## config.mk

```make
export PLATFORM = sky130hd
export DESIGN_NAME = game_ctrl
export DESIGN_NICKNAME = d
export VERILOG_FILES = /design/src/rtl/game_pkg.sv /design/src/rtl/btn_debounce.sv /design/src/rtl/game_ctrl.sv
export SDC_FILE = /design/constraint.sdc
export NUM_CORES = 1
export LEC_CHECK = 0
export CORE_MARGIN = 2
export CORE_UTILIZATION = 59
export DETAILED_ROUTE_END_ITERATION = 6
export GPL_TIMING_DRIVEN = 0
export PLACE_DENSITY_LB_ADDON = 0.25
export SKIP_LAST_GASP = 1
export SLEW_MARGIN = 5
export SYNTH_ARGS = -nofsm -noshare
export SYNTH_HDL_FRONTEND = slang
export SYNTH_SLANG_ARGS = --single-unit
```

## constraint.sdc

```tcl
create_clock -name clock -period 10 [get_ports clock]
set_input_delay 1 -clock clock [delete_from_list [all_inputs] [get_ports clock]]
set_output_delay 1 -clock clock [all_outputs]
set_load 0.02 [all_outputs]
```

## src/rtl/game_pkg.sv

```systemverilog
// rtl/game_pkg.sv - shared game status/direction encodings and score helpers
package game_pkg;

   localparam logic [1:0] PAUSED       = 2'b00;
   localparam logic [1:0] PLAYING      = 2'b01;
   localparam logic [1:0] DIE_FLASHING = 2'b10;
   localparam logic [1:0] INITIALIZING = 2'b11;

   localparam logic [1:0] UP    = 2'b00;
   localparam logic [1:0] RIGHT = 2'b01;
   localparam logic [1:0] DOWN  = 2'b10;
   localparam logic [1:0] LEFT  = 2'b11;

   localparam int MAX_LEN = 32;

   typedef enum logic [1:0] {
      S_PAUSED       = 2'b00,
      S_PLAYING      = 2'b01,
      S_DIE_FLASHING = 2'b10,
      S_INITIALIZING = 2'b11
   } game_state_e;

   function automatic logic [2:0] popcount5(input logic [4:0] v);
      popcount5 = 3'(v[0]) + 3'(v[1]) + 3'(v[2]) + 3'(v[3]) + 3'(v[4]);
   endfunction

   // Digit-by-digit ripple add; a carry out of the top digit pins the result at 9999.
   function automatic logic [15:0] bcd_add_sat(input logic [15:0] v, input logic [2:0] n);
      logic [4:0]  c;
      logic [4:0]  d;
      logic [4:0]  t;
      logic [15:0] r;
      c = {2'b00, n};
      r = '0;
      for (int i = 0; i < 4; i++) begin
         d = {1'b0, v[4*i +: 4]} + c;
         if (d > 5'd9) begin
            t = d - 5'd10;
            r[4*i +: 4] = t[3:0];
            c = 5'd1;
         end else begin
            r[4*i +: 4] = d[3:0];
            c = 5'd0;
         end
      end
      bcd_add_sat = (c != 5'd0) ? 16'h9999 : r;
   endfunction

endpackage

```

## src/rtl/btn_debounce.sv

```systemverilog
// rtl/btn_debounce.sv - synchronise a raw button, require it stable, pulse on accepted press
module btn_debounce #(
   parameter int DEBOUNCE_CYCLES = 1000000
) (
   input  logic clock,
   input  logic reset,
   input  logic btn_in,
   output logic pulse_out
);

   localparam int CW = $clog2(DEBOUNCE_CYCLES + 1);

   logic          sync1_q;
   logic          sync2_q;
   logic          stable_q;
   logic          stable_d;
   logic [CW-1:0] cnt_q;
   logic [CW-1:0] cnt_d;
   logic          flip;

   // The run counter restarts whenever the synchronised level agrees with the accepted one.
   always_comb begin
      flip      = (sync2_q != stable_q) && (cnt_q == CW'(DEBOUNCE_CYCLES - 1));
      cnt_d     = '0;
      stable_d  = stable_q;
      if (sync2_q != stable_q) begin
         if (flip) begin
            stable_d = sync2_q;
         end else begin
            cnt_d = cnt_q + 1'b1;
         end
      end
      pulse_out = flip & sync2_q;
   end

   always_ff @(posedge clock or posedge reset) begin
      if (reset) begin
         sync1_q  <= 1'b0;
         sync2_q  <= 1'b0;
         stable_q <= 1'b0;
         cnt_q    <= '0;
      end else begin
         sync1_q  <= btn_in;
         sync2_q  <= sync1_q;
         stable_q <= stable_d;
         cnt_q    <= cnt_d;
      end
   end

endmodule

```

## src/rtl/game_ctrl.sv

```systemverilog
// rtl/game_ctrl.sv - game sequencer: status FSM, BCD score/high score, snake length, win detect
module game_ctrl
   import game_pkg::*;
#(
   parameter int DEBOUNCE_CYCLES = 1000000,
   parameter int INIT_CYCLES     = 4,
   parameter int FLASH_CYCLES    = 40000000,
   parameter int FLASH_TIMES     = 4,
   parameter int MAX_LEN         = game_pkg::MAX_LEN
) (
   input  logic        clock,
   input  logic        reset,
   input  logic        btn_start,
   input  logic        hit_wall,
   input  logic        hit_itself,
   input  logic [4:0]  get_apple,
   output logic [1:0]  game_status,
   output logic [15:0] score_bcd,
   output logic [15:0] high_score_bcd,
   output logic [5:0]  snake_len,
   output logic        game_won
);

   localparam logic [31:0] INIT_LAST  = 32'(INIT_CYCLES - 1);
   localparam logic [31:0] FLASH_LAST = 32'(FLASH_CYCLES * FLASH_TIMES - 1);
   localparam logic [5:0]  LEN_MAX    = 6'(MAX_LEN);
   localparam logic [5:0]  LEN_START  = 6'd3;

   game_state_e state_q, state_d;
   logic [31:0] cnt_q, cnt_d;
   logic        new_game_q, new_game_d;
   logic [15:0] score_q, score_d;
   logic [15:0] high_q, high_d;
   logic [5:0]  len_q, len_d;
   logic        won_q, won_d;
   logic [4:0]  apple_q;

   logic        start_pulse;
   logic [4:0]  apple_rise;
   logic [2:0]  apple_cnt;
   logic [6:0]  len_sum;
   logic        hit;

   btn_debounce #(
      .DEBOUNCE_CYCLES(DEBOUNCE_CYCLES)
   ) u_start_db (
      .clock    (clock),
      .reset    (reset),
      .btn_in   (btn_start),
      .pulse_out(start_pulse)
   );

   always_comb begin
      state_d    = state_q;
      cnt_d      = '0;
      new_game_d = new_game_q;
      score_d    = score_q;
      high_d     = high_q;
      len_d      = len_q;
      won_d      = won_q;

      apple_rise = get_apple & ~apple_q;
      apple_cnt  = popcount5(apple_rise);
      len_sum    = {1'b0, len_q} + 7'(apple_cnt);
      hit        = hit_wall | hit_itself;

      case (state_q)
         S_INITIALIZING: begin
            if (cnt_q == INIT_LAST) begin
               state_d    = S_PAUSED;
               new_game_d = 1'b1;
            end else begin
               cnt_d = cnt_q + 32'd1;
            end
         end
         S_PAUSED: begin
            if (start_pulse) begin
               state_d = S_PLAYING;
               if (new_game_q) begin
                  score_d    = '0;
                  len_d      = LEN_START;
                  won_d      = 1'b0;
                  new_game_d = 1'b0;
               end
            end
         end
         S_PLAYING: begin
            // A hit in the same cycle as an apple edge forfeits the apple.
            if (!hit) begin
               score_d = bcd_add_sat(score_q, apple_cnt);
               len_d   = (len_sum > {1'b0, LEN_MAX}) ? LEN_MAX : len_sum[5:0];
            end
            if (hit) begin
               state_d = S_DIE_FLASHING;
            end else if (len_q == LEN_MAX) begin
               state_d = S_DIE_FLASHING;
               won_d   = 1'b1;
            end else if (start_pulse) begin
               state_d = S_PAUSED;
            end
            if (state_d == S_DIE_FLASHING && score_d > high_q) begin
               high_d = score_d;
            end
         end
         S_DIE_FLASHING: begin
            if (cnt_q == FLASH_LAST) begin
               state_d = S_INITIALIZING;
            end else begin
               cnt_d = cnt_q + 32'd1;
            end
         end
         default: state_d = S_INITIALIZING;
      endcase
   end

   always_ff @(posedge clock or posedge reset) begin
      if (reset) begin
         state_q    <= S_INITIALIZING;
         cnt_q      <= '0;
         new_game_q <= 1'b1;
         score_q    <= '0;
         high_q     <= '0;
         len_q      <= LEN_START;
         won_q      <= 1'b0;
         apple_q    <= '0;
      end else begin
         state_q    <= state_d;
         cnt_q      <= cnt_d;
         new_game_q <= new_game_d;
         score_q    <= score_d;
         high_q     <= high_d;
         len_q      <= len_d;
         won_q      <= won_d;
         apple_q    <= get_apple;
      end
   end

   assign game_status    = state_q;
   assign score_bcd      = score_q;
   assign high_score_bcd = high_q;
   assign snake_len      = len_q;
   assign game_won       = won_q;

endmodule

```

* Word level (Yosys, flattened, before mapping)
Index checks and enable logic that the tools add are counted.
Word-level totals: register bits after elaboration 102, word-level logic and storage cells 113
Cells by class: add/subtract/negate cells 15, $lt $le $gt $ge 6, eq/ne operators 15, mux-type cells 48, bitwise operators 4, reductions and logical operators 13
Operators with widths (number):
- $mux 16 | 5
- $mux 32 | 2
- $pmux 32 s2 | 1
- $mux 20 | 2
- $mux 5 | 8
- $add 32x1->32 const B | 1
- $eq 32x2->1 const B | 1
- $eq 32x28->1 const B | 1
- $pmux 16 s2 | 1
- $mux 6 | 4
- $add 20x1->20 const B | 1
- $eq 20x20->1 const B | 1
- $gt 5x4->1 const B | 4
- $gt 16x16->1 | 1
- $mux 4 | 4
- $sub 4x4->4 const B | 4
- $add 4x5->5 | 3
- $mux 2 | 7
- $ne 2x2->1 const B | 6
- $pmux 6 s2 | 1
- $mux 1 | 10
- $reduce_and 3->1 | 3
- $pmux 2 s4 | 1
- $add 6x3->7 | 1
- other kinds (21) | 28

* Longest topological paths before layout
Gate-level depths: netlist of run 1.
depth in word-level cells 33, depth in mapped cells 36, depth with buffers taken out 35

* Hierarchy
From an unflattened synthesis of run 1, not the netlist that was laid out.
Second synthesis, totals: cell total of the unflattened synthesis 641, area total of the unflattened synthesis 6187.2 µm²
By module, submodules not included:
- game_ctrl | times used 1, cells each 531, area each 5046.1 µm²
- btn_debounce | times used 1, cells each 110, area each 1141.1 µm²

* Worst setup path before layout of run 1
No wires, ideal clock.
kind in2reg, start point input port get_apple[0], end point register high_q[10] (netlist: high_score_bcd[10]), arrival time 9.228 ns, path slack 0.647 ns, stages 34, path buffers 1, cells stage by stage nand2b_1 fa_1 fa_1 inv_1 ha_1 fa_1 xnor3_1 and2_1 or2_2 a21oi_2 ha_1 ha_1 or2_2 a21oi_1 nor3_1 ha_1 ha_1 o21ai_0 or2_2 a2bb2oi_1 ha_1 ha_1 and4b_1 mux2_2 nor2_1 o31ai_1 a22o_1 ha_1 nand4_1 or4_1 o211ai_1 a31oi_1 buf_2 mux2_2
On the way: cells in the longest elaborated chain, start to end 32, elaborated cells on any way between the ends 40, those cells by class add/sub: 12; order compare: 5; mux: 19; bitwise: 1; reduce/logical: 3
RTL lines:
- start: declaration | line game_ctrl.sv:16 | input logic [4:0] get_apple,
- $and 5x5->5 * | line game_ctrl.sv:62 | apple_rise = get_apple & ~apple_q;
- $add 1x1->2 * | line game_pkg.sv:24 | popcount5 = 3'(v[0]) + 3'(v[1]) + 3'(v[2]) + 3'(v[3]) + 3'(v[4]);
- $add 2x1->3 * | line game_pkg.sv:24
- $add 3x1->3 * (2 in a row) | line game_pkg.sv:24
- $add 4x3->5 * | line game_pkg.sv:36 | d = {1'b0, v[4*i +: 4]} + c;
- $gt 5x4->1 | line game_pkg.sv:37 | if (d > 5'd9) begin
- $mux 1 | line game_pkg.sv:37
- $mux 5 | line game_ctrl.sv:89 | if (!hit) begin
- [15 not listed]
- $mux 5 | line game_ctrl.sv:67 | case (state_q)
- $reduce_bool 5->1 | line game_pkg.sv:46 | bcd_add_sat = (c != 5'd0) ? 16'h9999 : r;
- $mux 16 * | line game_pkg.sv:46
- $mux 16 * | line game_ctrl.sv:89
- $mux 16 * | line game_ctrl.sv:67
- $gt 16x16->1 | line game_ctrl.sv:101 | if (state_d == S_DIE_FLASHING && score_d > high_q) begin
- $logic_and 1x1->1 | line game_ctrl.sv:101
- $reduce_and 2->1 (no line)
- end signal: assignment | line game_ctrl.sv:131 | high_q <= high_d;
- end: declaration | line game_ctrl.sv:33 | logic [15:0] high_q, high_d;
Every way passes the cells marked *; elsewhere a longest branch is shown, timed or not. The select of a mux whose other input is x is not followed. A chain may end at the register's enable or synchronous reset.

* Worst setup path after layout of run 1
start point input port get_apple[0], end point register high_q[11] (netlist: high_score_bcd[11])
The elaborated chain is that of the path after synthesis.

==> metrics.yaml, run 1 <==
clock_tree:
  cts-root-buf: "clkbuf_8"
  cts_num_sinks: 102
  worstSkewPairLatency_ns: 0.38
  clk_pin_slew_ns: 0.10
  htree_levels: 3
  numCtsBuffers: 9
  cts_tree: "yes"
  ctsHoldBuffers: 0
  cts_buffer_depth: 2
logic_synthesis:
  syn_area_mm2: 0.006033
  synth_edf_count: 0
  netlist_instances: 639
  synthArstFlopShare_pct: 100.0
  ys_ff_latch: 102
  synthesis.nets: 685
  synth-seq-area-share_pct: 42.41
  syn_avg_cell_area_um2: 9.442
  ys.flop_type: "dfrtp_1"
  yosysWarningCount: 0
  ys_types: 67
worst_setup_path:
  criticalPathCategory: "in -> reg"
  crit_required_ns: 10.27
  crit_start: "get_apple[0]"
  crit_end: "high_score_bcd[11]"
  reg2reg_depth: 35
  crit_arrival_ns: 9.99
  max_stage_delay_ns: 0.54
  rrSetupSlack_ns: 0.94
  reg2reg_to: "high_score_bcd[11]"
  slowest_stage: "fa_1"
  cp-end-kind: "flip-flop"
  cpMostUsedCell: "ha_1"
  rr_startpoint: "apple_q[0]"
  worstSetupStartpointType: "primary input"
  worst-path-max-fanout: 7
timing:
  setup_viol: 0
  fin_skew_ns: 0.01081
  drv_slew: 0
  timing.slew.headroom_pct: 44.07
  min_period_over_period_pct: 97.16
  fmax_mhz: 102.9
  fin_ws_ns: 0.2838
  period_needed_ns: 9.716
  tightest_slew_ns: 0.8326
  hold_viol: 0
placement:
  dpl_cell_area_mm2: 0.006723
  place_congestion: 0.8465
  pre_cts_ws_ns: -1.214
  io_buffers: 50
  dp.final_hpwl_um: 10030
global_routing:
  grt_pass1_wl_um: 24300
  antenna_found_initial: 0
  grtUsageTotal_pct: 27.24
  first_global_vias: 5131
  grt.overflow.total: 0
  grt_max_degree: 60
cells_and_area:
  finalInstanceArea_mm2: 0.007119
  regArea_mm2: 0.002559
  layout_commonest_cell: "dfrtp_1"
  area_growth_pct: 18.00
  nFillCells: 713
  final_nets: 755
  drive_above_1_share_pct: 11.62
  post-route-util_pct: 72.17
  n_antenna_cell: 0
  multi_input_area_mm2: 0.003367
  final_cell_mix: "dfrtp_1 (97), nor2_1 (77), nand2_1 (62)"
floorplanning:
  ios: 51
  die_h_um: 105.1
  core_area_mm2: 0.009864
  rows: 36
  die_area_mm2: 0.01105
  start_util_pct: 61.16
  die_w_um: 105.1
route:
  wl_per_cell_um: 16.87
  drtPass1Iterations: 5
  via_per_inst: 5.934
  drc: 0
  wl_um: 14290
  postRouteAntennaNets: 0
  num_vias: 5026
  drt_iter0_markers: 231
run:
  cap_violations: 0
power_and_ir_drop:
  leakagePower_nw: 3.024
  peakVddDrop_uv: 73.92
  power_density_mw_per_mm2: 106.2
outcome:
  status: "finished clean"
hold_path:
  hold_class: "reg -> reg"
repair_timing:
action / 4_1_cts / 5_1_grt
cloned: 0 / 1
buffers inserted: 2 / 5
setup endpoints to repair: 16 / 16
gates resized for setup: 13 / 16
pin swaps: 1 / 5
worst max-delay path, delay by kind of cell:
family | cells | cell delay (ns)
and+or+nand+nor | 10 | 2.36
xor gates and xnor gates | 1 | 0.37
buffers and inverters | 4 | 0.86
AOI/OAI and AO/OA | 9 | 1.54
adders and majority gates | 11 | 3.54
muxes | 1 | 0.28
layer usage:
metal	track usage (%)	wire length [um]
met5	0	0
met4	7.905	342
met3	5.802	675
met2	44.81	7090
met1	36.44	6181
cell usage after synthesis, drive strengths merged (4+ instances only):
cell,number,area [um^2]
nor3,12,65.06
xor2,33,289.0
and3,8,50.05
a22o,14,130.1
buf,8,48.80
mux2i,5,50.05
o21ai,35,175.2
fa,4,80.08
mux2,13,146.4
nand2,62,232.7
o31ai,4,30.03
dfstp,5,131.4
ha,32,400.4
or3,5,31.28
nand2b,16,100.1
or2,5,31.28
clkbuf,10,37.54
dfrtp,97,2427
a21o,5,37.54
nor2,78,292.8
nand3,27,140.1
a31oi,10,62.56
xnor2,20,175.2
a21oi,21,108.9
inv,36,135.1
nor4,7,58.81
nand4,17,106.4
per-stage QoR:
stage | std cells | hold slack, ns | TNS [ns] | total power [mW]
2_1_floorplan | 639 | 0.3312 | 0 | 0.4664
3_3_place_gp | 822 | 0.3383 | -12.95 | 0.4814
3_5_place_dp | 823 | 0.3378 | -18.65 | 0.4849
4_1_cts | 841 | 0.3710 | 0 | 0.7602
5_1_grt | 847 | 0.3870 | -0.1918 | 0.7850
6_report | 847 | 0.3702 | 0 | 0.7562
how the worst min path moves through the flow:
stage                        from            endpoint  slack [ns]  depth (start not counted)
6_report       u_start_db.sync1_q  u_start_db.sync2_q        0.37                          0
5_1_grt        u_start_db.sync1_q  u_start_db.sync2_q        0.39                          0
4_1_cts        u_start_db.sync1_q  u_start_db.sync2_q        0.37                          0
3_5_place_dp   u_start_db.sync1_q  u_start_db.sync2_q        0.34                          0
3_3_place_gp   u_start_db.sync1_q  u_start_db.sync2_q        0.34                          0
2_1_floorplan  u_start_db.sync1_q  u_start_db.sync2_q        0.33                          0
cell type report:
type | count | area share (%)
Inverter | 36 | 1.933
Buffer | 18 | 1.301
Clock inverter | 6 | 1.072
Sequential cell | 102 | 35.94
Clock buffer | 10 | 1.793
Multi-Input combinational cell | 483 | 47.29
Tap cell | 133 | 2.337
Timing Repair Buffer | 59 | 8.330
state kept, by name, indices dropped and copies added, names as in the netlist, 2 cells and up:
| register | cells |
|---|---|
| apple_q | 5 |
| high_score_bcd | 16 |
| u_start_db.cnt_q | 20 |
| snake_len | 6 |
| game_status | 2 |
| score_bcd | 16 |
| cnt_q | 32 |
cell families (layout without fill, tap and decap cells):
family | Yosys count | after routing | share of synthesized area (%)
compound gates | 116 | 116 | 13.07
simple gates | 258 | 258 | 21.19
xor+xnor | 55 | 55 | 8.441
buf+inv | 54 | 129 | 3.671
mux | 18 | 18 | 3.256
flops | 102 | 102 | 42.41
fa+ha+maj | 36 | 36 | 7.963
power by group:
part	total [mW]	switching [mW]	internal [mW]
Clock	0.278	0.158	0.120
Combinational	0.0611	0.0361	0.0249
Sequential	0.417	0.00205	0.415
Total	0.756	0.196	0.560
Note: power is estimated with default switching activity, not from simulation.
==> run 2, diff against run 1 <==
==> constraint.sdc (replaced) <==
create_clock -name clock -period 10 [get_ports clock]
set_input_delay 1.5 -clock clock [delete_from_list [all_inputs] [get_ports clock]]
set_output_delay 1.5 -clock clock [all_outputs]
set_load 0.05 [all_outputs]
==> metrics.yaml, run 2 (synthesis gave the netlist of run 1 again) <==
clock_tree:
  cts_tree: "yes"  # unchanged
  numCtsBuffers: 9  # unchanged
  cts_buffer_depth: 2  # unchanged
  clk_pin_slew_ns: 0.10  # about the same
  cts_num_sinks: 102  # unchanged
  htree_levels: 3  # unchanged
  cts-root-buf: "clkbuf_8"  # unchanged
  ctsHoldBuffers: 0  # unchanged
  worstSkewPairLatency_ns: 0.38  # about the same
cells_and_area:
  area_growth_pct: 20.16  # was 18.00%
  regArea_mm2: 0.002559  # unchanged
  nFillCells: 702  # was 713
  largest_register_ffs: 32  # unchanged
  final_cell_mix: "dfrtp_1 (97), nor2_1 (77), nand2_1 (62)"  # unchanged
  largest_registers: "cnt_q (32), u_start_db.cnt_q (20)"  # unchanged
  layout_commonest_cell: "dfrtp_1"  # unchanged
  stdcell_count: 852  # was 847
  largest_register: "cnt_q"  # unchanged
  drive_above_1_share_pct: 13.49  # was 11.62%
  final_nets: 760  # was 755
  multi_input_area_mm2: 0.003452  # was 0.003367 mm^2
  n_antenna_cell: 0  # unchanged
  finalInstanceArea_mm2: 0.007249  # was 0.007119 mm^2
worst_setup_path:
  worstSetupStartpointType: "primary input"  # unchanged
  crit_buf_inv: 5  # was 4
  crit_arrival_ns: 10.01  # was 9.99 ns
  criticalPathCategory: "in -> reg"  # unchanged
  crit_required_ns: 10.27  # about the same
  worst-path-max-fanout: 7  # unchanged
  max_stage_delay_ns: 0.58  # was 0.54 ns
  rr_startpoint: "apple_q[3]"  # was apple_q[0]
  slowest_stage: "fa_2"  # was fa_1
  crit_family: "adder cells"  # unchanged
  cp-end-kind: "flip-flop"  # unchanged
  crit_start: "get_apple[3]"  # was get_apple[0]
route:
  top_layer_used: "met4"  # unchanged
  postRouteAntennaNets: 0  # unchanged
  drt_iter0_markers: 250  # was 231
  dr_wl_met2_um: 7218  # was 7090 um
  wl_um: 14510  # was 14290 um
  wl_met1_um: 6313  # was 6181 um
  via_per_inst: 5.988  # was 5.934
  wl_per_cell_um: 17.03  # was 16.87 um
  num_vias: 5102  # was 5026
  drc: 0  # unchanged
  drtPass1Iterations: 4  # was 5
  wl_met3_um: 670  # was 675 um
floorplanning:
  die_h_um: 105.1  # unchanged
  core_area_mm2: 0.009864  # unchanged
  die_w_um: 105.1  # unchanged
  rows: 36  # unchanged
  die_area_mm2: 0.01105  # unchanged
  start_util_pct: 61.16  # unchanged
  ios: 51  # unchanged
timing:
  setup_viol: 0  # unchanged
  fin_skew_ns: 0.01357  # was 0.01081 ns
  fmax_mhz: 102.7  # was 102.9 MHz
  hold_viol: 0  # unchanged
  tightest_slew_ns: 0.8310  # was 0.8326 ns
  fin_tns_setup_ns: 0  # unchanged
  min_period_over_period_pct: 97.38  # was 97.16%
  drv_slew: 0  # unchanged
  period_needed_ns: 9.738  # was 9.716 ns
  timing.slew.headroom_pct: 44.17  # was 44.07%
global_routing:
  grt_pass1_wl_um: 24920  # was 24300 um
  grtUsageTotal_pct: 28.04  # was 27.24%
  first_global_vias: 5153  # was 5131
  grt_max_degree: 60  # unchanged
  antenna_found_initial: 0  # unchanged
  grt.overflow.total: 0  # unchanged
power_and_ir_drop:
  clkPwrFrac_pct: 36.4  # was 36.8%
  p_int_mw: 0.5625  # was 0.5605 mW
  power_density_mw_per_mm2: 104.5  # was 106.2 mW/mm^2
  seq_power_share_pct: 55.1  # was 55.2%
  combinationalPowerShare_pct: 8.6  # was 8.1%
  p_sw_share_pct: 25.74  # was 25.88%
  leakagePower_nw: 3.064  # was 3.024 nW
  p_sw_mw: 0.1950  # was 0.1957 mW
  peakVddDrop_uv: 75.01  # was 73.92 uV
placement:
  io_buffers: 50  # unchanged
  place_congestion: 0.8465  # unchanged
  dp.cells: 823  # unchanged
  dpl_cell_area_mm2: 0.006723  # unchanged
  dp.final_hpwl_um: 10030  # unchanged
hold_path:
  hold_path.startpoint: "u_start_db.sync1_q"  # unchanged
  hold_class: "reg -> reg"  # unchanged
outcome:
  status: "finished clean"  # unchanged
run:
  cap_violations: 0  # unchanged
[run 2: cell count changes in the layout (fill, tap and decap cells not counted), moves of 2 or more]
cell and change:
buf_4 +4, ha_4 +2, or2_4 +2, a21oi_4 +2, ha_1 -3, buf_6 +2, or2_2 -2
[run 2: final timing paths]
kind                       cells past startpoint                   end  slack, ns
hold reg to reg                                0    u_start_db.sync2_q       0.37
setup / recovery                              36    high_score_bcd[11]       0.26
hold / removal                                 0    u_start_db.sync2_q       0.37
max in group asynchronous                      3          score_bcd[4]       7.70
min in group asynchronous                      2  u_start_db.cnt_q[10]       1.60
setup reg to reg                              35    high_score_bcd[11]       1.42
[run 2: metrics by stage]
stage	worst slack [ns]	total power, mW	hold slack [ns]	utilization, %
6_report	0.2617	0.7575	0.3696	73.49
5_1_grt	-0.01735	0.7888	0.3870	73.49
4_1_cts	0.01146	0.7616	0.3710	72.15
3_5_place_dp	-1.714	0.4859	0.3378	68.15
3_3_place_gp	-1.357	0.4824	0.3383	67.92
2_1_floorplan	0.1321	0.4674	0.3312	-
[run 2: area by class of cell]
type / instances / share of cell area, %
Buffer: 18 / 1.329
Clock buffer: 10 / 1.760
Clock inverter: 6 / 1.053
Inverter: 36 / 1.899
Multi-Input combinational cell: 483 / 47.62
Sequential cell: 102 / 35.30
Tap cell: 133 / 2.295
Timing Repair Buffer: 64 / 8.750
[run 2: timing repair]
action,CTS,global route
pin swaps,8,11
gates cloned,1,0
endpoints found under the setup margin,16,16
buffers inserted,6,6
resized for setup,30,18
[run 2: power groups by stage]
stage          registers [mW]  clock network [mW]  logic (mW)
2_1_floorplan           0.426                   0      0.0412
3_3_place_gp            0.425                   0      0.0573
3_5_place_dp            0.425                   0      0.0607
4_1_cts                 0.417               0.282      0.0624
5_1_grt                 0.418               0.299      0.0725
6_report                0.417               0.275      0.0648
[run 2: routing by layer]
metal  GRT usage (%)  vias up
li1                -     2402
met1           37.24     2530
met2           46.66      141
met3           5.802       29
met4           7.905        0
met5               0        -
==> run 3, diff against run 2 <==
Settings changed: CORE_MARGIN 2 to default.
==> metrics.yaml, run 3 (synthesis gave the netlist of run 1 again) <==
floorplanning:
  die_area_mm2: 0.01063  # was 0.01105 mm^2
  die_w_um: 103.1  # was 105.1 um
  die_h_um: 103.1  # was 105.1 um
  start_util_pct: 61.16  # unchanged
  core_area_mm2: 0.009864  # unchanged
  rows: 36  # unchanged
  ios: 51  # unchanged
worst_setup_path:
  criticalPathCategory: "in -> reg"  # unchanged
  worst-path-max-fanout: 5  # was 7
  slowest_stage: "or4_1"  # was fa_2
  crit_arrival_ns: 10.13  # was 10.01 ns
  worstSetupStartpointType: "primary input"  # unchanged
  max_stage_delay_ns: 0.55  # was 0.58 ns
  crit_required_ns: 10.28  # was 10.27 ns
  cp-end-kind: "flip-flop"  # unchanged
placement:
  dp.cells: 823  # unchanged
  dpl_cell_area_mm2: 0.006730  # was 0.006723 mm^2
  io_buffers: 50  # unchanged
  dp.final_hpwl_um: 9724  # was 10030 um
  place_congestion: 0.8706  # was 0.8465
route:
  wl_um: 14400  # was 14510 um
  wl_met1_um: 6246  # was 6313 um
  wl_met3_um: 791  # was 670 um
  dr_wl_met2_um: 6990  # was 7218 um
  drt_iter0_markers: 302  # was 250
  num_vias: 5086  # was 5102
  drtPass1Iterations: 5  # was 4
  wl_per_cell_um: 16.81  # was 17.03 um
  top_layer_used: "met4"  # unchanged
  drc: 0  # unchanged
  postRouteAntennaNets: 0  # unchanged
  via_per_inst: 5.935  # was 5.988
cells_and_area:
  largest_register_ffs: 32  # unchanged
  regArea_mm2: 0.002559  # unchanged
  nFillCells: 695  # was 702
  layout_commonest_cell: "dfrtp_1"  # unchanged
  largest_register: "cnt_q"  # unchanged
  stdcell_count: 857  # was 852
  area_growth_pct: 20.59  # was 20.16%
  drive_above_1_share_pct: 14.09  # was 13.49%
  final_nets: 765  # was 760
  n_antenna_cell: 0  # unchanged
  finalInstanceArea_mm2: 0.007276  # was 0.007249 mm^2
  multi_input_area_mm2: 0.003451  # was 0.003452 mm^2
  largest_registers: "cnt_q (32), u_start_db.cnt_q (20)"  # unchanged
  final_cell_mix: "dfrtp_1 (97), nor2_1 (77), nand2_1 (62)"  # unchanged
power_and_ir_drop:
  clkPwrFrac_pct: 36.5  # was 36.4%
  leakagePower_nw: 3.074  # was 3.064 nW
  power_density_mw_per_mm2: 104.1  # was 104.5 mW/mm^2
  p_int_mw: 0.5658  # was 0.5625 mW
  p_sw_share_pct: 25.27  # was 25.74%
  peakVddDrop_uv: 92.66  # was 75.01 uV
  p_sw_mw: 0.1913  # was 0.1950 mW
  power_mw: 0.7571  # was 0.7575 mW
  combinationalPowerShare_pct: 8.4  # was 8.6%
  seq_power_share_pct: 55.1  # about the same
global_routing:
  first_global_vias: 5056  # was 5153
  grtUsageTotal_pct: 29.31  # was 28.04%
  grt.overflow.total: 0  # unchanged
  grt_max_degree: 56  # was 60
  antenna_found_initial: 0  # unchanged
  grt_pass1_wl_um: 23710  # was 24920 um
timing:
  setup_viol: 0  # unchanged
  hold_ws_ns: 0.3627  # was 0.3696 ns
  tightest_slew_ns: 0.8743  # was 0.8310 ns
  timing.slew.headroom_pct: 41.50  # was 44.17%
  min_period_over_period_pct: 98.50  # was 97.38%
  drv_slew: 0  # unchanged
  hold_viol: 0  # unchanged
  fmax_mhz: 101.5  # was 102.7 MHz
  period_needed_ns: 9.850  # was 9.738 ns
  fin_skew_ns: 0.01095  # was 0.01357 ns
clock_tree:
  numCtsBuffers: 9  # unchanged
  cts_num_sinks: 102  # unchanged
  cts-root-buf: "clkbuf_8"  # unchanged
  worstSkewPairLatency_ns: 0.38  # about the same
  htree_levels: 3  # unchanged
  ctsHoldBuffers: 0  # unchanged
  cts_buffer_depth: 2  # unchanged
  cts_tree: "yes"  # unchanged
  clk_pin_slew_ns: 0.10  # about the same
run:
  cap_violations: 0  # unchanged
hold_path:
  hold_class: "reg -> reg"  # unchanged
outcome:
  status: "finished clean"  # unchanged
[run 3: critical path: cells and delay by family]
kind                     cells  cell delay [ns]
AO/OA/AOI/OAI               11             2.18
adder cells (fa/ha/maj)     11             3.25
buffers and inverters        3             0.72
multiplexers                 2             0.59
AND/OR/NAND/NOR              8             1.87
[run 3: power by group through the flow]
stage	Combinational (mW)	Sequential, mW	Clock, mW
3_5_place_dp	0.0605	0.425	0
5_1_grt	0.0723	0.418	0.297
3_3_place_gp	0.0573	0.425	0
6_report	0.0637	0.417	0.276
2_1_floorplan	0.0412	0.426	0
4_1_cts	0.0630	0.417	0.282
[run 3: worst paths after layout]
path | from | to | slack, ns | cells past startpoint
worst max-delay path | get_apple[3] | high_score_bcd[3] | 0.15 | 35
worst min-delay path | u_start_db.sync1_q | u_start_db.sync2_q | 0.36 | 0
worst max register to register | apple_q[3] | high_score_bcd[3] | 1.31 | 34
worst min register to register | u_start_db.sync1_q | u_start_db.sync2_q | 0.36 | 0
max in group asynchronous | reset | snake_len[1] | 7.67 | 3
min in group asynchronous | reset | u_start_db.cnt_q[14] | 1.58 | 2
[run 3: area by class of cell]
cell class,count,share of cell area (%)
Sequential cell,102,35.17
Inverter,36,1.892
Buffer,18,1.324
Tap cell,133,2.287
Timing Repair Buffer,68,9.063
Clock buffer,10,1.892
Clock inverter,6,0.9458
Multi-Input combinational cell,484,47.43
[run 3: what timing repair did]
item                                    4_1_cts  5_1_grt
endpoints found under the setup margin       16       16
cloned                                        2        0
endpoints found under the hold margin         0        0
pin swaps                                     5       13
gates resized for setup                      32       16
setup buffers                                 6       10
[run 3: per-stage QoR]
step | setup slack, ns | util (%) | TNS [ns]
floorplan | 0.1321 | - | 0
global placement | -1.362 | 67.92 | -21.10
detailed placement | -1.682 | 68.23 | -26.87
CTS | 0.03741 | 72.20 | 0
global route | -0.09930 | 73.76 | -1.231
finish | 0.1505 | 73.76 | 0
[run 3: layer usage]
metal  GRT usage [%]  up-vias
met5               0        -
met4           12.68        0
met3           4.746       36
met2           48.67      158
met1           38.18     2486
li1                -     2406
